### src/rtl/sap_1_controller_sequencer.sv
// sap_1_controller_sequencer: SAP-1 ring-counter sequencer and control-word decoder.
// Ports: Clk, Clr (sync active-high, sampled on falling edge), opcode[3:0] (IR upper nibble),
//   T[5:0] (one-hot ring, bit0=T1), control bus Cp, Ep, LMbar, CEbar, LIbar, EIbar,
//   LAbar, EA, Su, EU, LBbar, LObar, and HLTbar when SAP_1_HALT_EN is defined.
// Optional feature macro: SAP_1_HALT_EN (HLT freezes the ring at T4 and asserts HLTbar).
module sap_1_controller_sequencer (
  input  logic       Clk,
  input  logic       Clr,
  input  logic [3:0] opcode,
  output logic [5:0] T,
  output logic       Cp,
  output logic       Ep,
  output logic       LMbar,
  output logic       CEbar,
  output logic       LIbar,
  output logic       EIbar,
  output logic       LAbar,
  output logic       EA,
  output logic       Su,
  output logic       EU,
  output logic       LBbar,
`ifdef SAP_1_HALT_EN
  output logic       LObar,
  output logic       HLTbar
`else
  output logic       LObar
`endif
);
  typedef enum logic [5:0] {
    T1 = 6'b000001,
    T2 = 6'b000010,
    T3 = 6'b000100,
    T4 = 6'b001000,
    T5 = 6'b010000,
    T6 = 6'b100000
  } state_t;
  state_t t_q, t_d;
  logic lda, add, sub, out, arith, mem_op, hlt;
  assign lda    = opcode == 4'b0000;
  assign add    = opcode == 4'b0001;
  assign sub    = opcode == 4'b0010;
  assign out    = opcode == 4'b1110;
  assign arith  = add || sub;
  assign mem_op = lda || arith;
`ifdef SAP_1_HALT_EN
  assign hlt = opcode == 4'b1111;
`else
  assign hlt = 1'b0;
`endif
  // Advancing on the falling edge keeps the control word stable across each rising edge.
  always_ff @(negedge Clk)
    t_q <= Clr ? T1 : t_d;
  always_comb begin
    t_d = T1;
    case (t_q)
      T1:      t_d = T2;
      T2:      t_d = T3;
      T3:      t_d = T4;
      T4:      t_d = hlt ? T4 : T5;
      T5:      t_d = T6;
      default: t_d = T1;
    endcase
  end
  assign T     = t_q;
  assign Ep    = t_q[0];
  assign Cp    = t_q[1];
  assign LMbar = !(t_q[0] || (t_q[3] && mem_op));
  assign CEbar = !(t_q[2] || (t_q[4] && mem_op));
  assign LIbar = !t_q[2];
  assign EIbar = !(t_q[3] && mem_op);
  assign LAbar = !((t_q[4] && lda) || (t_q[5] && arith));
  assign EA    = t_q[3] && out;
  assign Su    = t_q[5] && sub;
  assign EU    = t_q[5] && arith;
  assign LBbar = !(t_q[4] && arith);
  assign LObar = !(t_q[3] && out);
`ifdef SAP_1_HALT_EN
  assign HLTbar = !(t_q[3] && hlt);
`endif
endmodule

### config.mk
export PLATFORM = sky130hd
export DESIGN_NAME = sap_1_controller_sequencer
export DESIGN_NICKNAME = d
export VERILOG_FILES = /design/src/rtl/sap_1_controller_sequencer.sv
export SDC_FILE = /design/constraint.sdc
export NUM_CORES = 1
export LEC_CHECK = 0
export ABC_AREA = 1
export BUFFER_PORTS_ARGS = -buffer_cell sky130_fd_sc_hd__buf_2
export CAP_MARGIN = 10
export CELL_PAD_IN_SITES_DETAIL_PLACEMENT = 0
export CELL_PAD_IN_SITES_GLOBAL_PLACEMENT = 1
export CORE_MARGIN = 1
export CORE_UTILIZATION = 23
export CTS_BUF_LIST = sky130_fd_sc_hd__clkbuf_4 sky130_fd_sc_hd__clkbuf_8
export DETAILED_ROUTE_END_ITERATION = 12
export HOLD_SLACK_MARGIN = 0.08
export PLACE_DENSITY_LB_ADDON = 0.1
export SLEW_MARGIN = 40
export SYNTH_ARGS = -nofsm -noshare
export SYNTH_HDL_FRONTEND = slang
export SYNTH_SLANG_ARGS = --single-unit
export TNS_END_PERCENT = 20
### constraint.sdc
create_clock -name Clk -period 0.94 [get_ports Clk]
set_clock_uncertainty 0.15 [all_clocks]
set_input_delay 0.188 -clock Clk [delete_from_list [all_inputs] [get_ports Clk]]
set_output_delay 0.188 -clock Clk [all_outputs]
set_load 0.05 [all_outputs]
==> impl_metrics.py <==
metrics = {
    "run_status": {
        "status": "finished, violations left",
        "violations": "setup timing",
    },
    "cts": {
        "cts_buffers": 3,
        "clock-root-buffer": "clkbuf_4",
        "cts.sinks": 6,
        "cts_max_path_buffers": 2,
        "htree_levels": 1,
        "clock_latency_ns": 0.30,
        "cts_hold_buffers": 0,
        "cts_tree": "built",
        "path_clk_slew_ns": 0.03,
    },
    "critical_path": {
        "worstSetupPathType": "register to primary output",
        "cp.arrival_ns": 1.47,
        "cp.required_ns": 0.60,
        "end_kind": "primary output",
        "crit_fanout": 4,
        "cp-start-kind": "register",
        "rrSetupSlack_ns": -0.24,
    },
    "global_route": {
        "grt_pass1_vias": 496,
        "gr-usage-all-layers_pct": 13.8,
        "antenna_found_initial": 0,
        "grt-ovfl-total": 0,
        "grt_start_max_net_pins": 7,
        "grt_pass1_wl_um": 1840,
    },
    "route": {
        "wirelength_um": 1110,
        "via_per_inst": 4.42,
        "dr.pass1.iters": 2,
        "drt_iter0_markers": 3,
        "vias": 521,
        "ant_nets": 0,
        "route.detailed.drc": 0,
        "avgRoutedWirePerCell_um": 9.42,
    },
    "synthesis": {
        "avgSynthCellArea_um2": 6.21,
        "synth_cell_types": 13,
        "netlist_area_um2": 360,
        "synth_top_area_cell": "dfxtp_1",
        "syn_inst": 58,
        "synth.area.top_cells": "dfxtp_1 33%, inv_1 14%, nor2_1 14%",
        "ys_ff_latch": 6,
        "synth_top_family_by_area": "simple AND/OR/NAND/NOR gates",
        "yosys.area_share.simple_pct": 39.2,
        "synthXorXnorAreaFrac_pct": 0,
        "synth_top_area_share_pct": 33.3,
        "yosys_warnings": 0,
        "synth.area.mux_share_pct": 0,
        "mappedNetlistNets": 64,
        "synth-compound-area-share_pct": 9.72,
        "synth-seq-area-share_pct": 33.3,
        "synth_adder_area_share_pct": 0,
    },
    "timing": {
        "slew_headroom_pct": 82.6,
        "postLayoutSetupSlackWorst_ns": -0.872,
        "finalMaxSlewViolations": 0,
        "final-setup-viol-count": 24,
        "worstMarginPinSlew_ns": 0.261,
        "final-hold-violation-count": 0,
        "finalSetupTns_ns": -14.79,
        "rsz0062_at_grt": "true",
    },
    "flow_run": {
        "drv_cap": 0,
    },
    "placement": {
        "port_buffers": 23,
        "placed_area_um2": 663,
        "globalplace.congestion": 0.800,
        "dp_hpwl_um": 809,
    },
    "die": {
        "die_w_um": 41.6,
        "die_h_um": 41.6,
        "die_area_mm2": 0.00173,
        "io_pins": 24,
        "rows": 13,
        "fp.coreArea_mm2": 0.00138,
        "start_util_pct": 26.1,
    },
    "finish": {
        "largest_reg_flops": 6,
        "synthToLayoutAreaGrowth_pct": 142,
        "layout_commonest_cell": "buf_4",
        "final_nets": 111,
        "drive_gt1_share_pct": 63.1,
        "final_area_um2": 871,
        "layout_common_cells": "16 x buf_4, 15 x inv_1, 14 x buf_6",
        "antennaDiodeCount": 0,
        "n_fill_cell": 135,
    },
    "power_and_ir_drop": {
        "peakVddDrop_mv": 1.20,
        "p_per_area_mw_per_mm2": 1240,
        "p_leak_nw": 0.434,
    },
    "hold_path": {
        "hp-class": "input pin to register",
    },
}
-- worst paths after layout --
kind                              end  start  depth (start not counted)
worst min register to register   T[3]   T[4]                          4
worst min-delay path             T[4]    Clr                          2
worst max-delay path            LAbar   T[4]                          4
worst max register to register   T[0]   T[3]                          5
-- worst max-delay path, stage by stage, from the launching register on --
cell	delay, ns
dfxtp_4	0.35
nand4_1	0.07
o21ai_1	0.08
inv_1	0.06
buf_6	0.15
-- Yosys cell counts, drive strengths merged --
library cell and count:
nand2 6, inv 13, buf 2, o21ai 1, nand4 1, nor2 16, nand3 8, nor3 1
dfxtp 6, o21bai 1, a21oi 3
-- cells by family (layout without fill, tap and decap cells) --
family	Yosys count	count (layout)
AO/OA/AOI/OAI	5	5
AND/OR/NAND/NOR	32	32
buffers and inverters	15	60
flip-flops	6	6
-- cell type report --
type | instances | area [um^2] | share of cell area, %
Clock inverter | 6 | 22.5 | 2.59
Timing Repair Buffer | 39 | 363 | 41.7
Tap cell | 15 | 18.8 | 2.16
Sequential cell | 6 | 140 | 16.1
Inverter | 12 | 51.3 | 5.89
Clock buffer | 3 | 22.5 | 2.59
Multi-Input combinational cell | 37 | 253 | 29.0
-- per-stage QoR --
step	utilization, %	instances	power, mW	worst slack (ns)	hold slack [ns]
global route	63.0	118	1.17	-0.959	0.421
CTS	62.1	118	1.09	-0.889	0.417
detailed placement	48.0	109	0.711	-0.651	0.441
finish	63.0	118	1.08	-0.872	0.432
global placement	48.0	109	0.710	-0.638	0.445
floorplan	-	58	0.604	-0.826	0.386
-- report_power, final --
part / total (mW) / switching (mW) / internal [mW]
combinational: 0.450 / 0.272 / 0.178
clock: 0.335 / 0.156 / 0.180
sequential: 0.297 / 0.0273 / 0.270
total: 1.08 / 0.455 / 0.628
-- what timing repair did --
| item | in CTS | in global routing |
|---|---|---|
| setup endpoints to repair | 24 | 24 |
| setup buffers | 1 | 0 |
| gates resized for setup | 46 | 4 |
| pin swaps | 5 | 1 |
-- metal layers --
layer / track usage [%] / up-vias / wire length (um)
met5: 0 / - / 0
met4: 13.5 / 0 / 11
met3: 4.35 / 2 / 39
met2: 21.6 / 13 / 591
met1: 14.2 / 240 / 468
li1: - / 266 / -
Power figures use the tool's default switching activity.
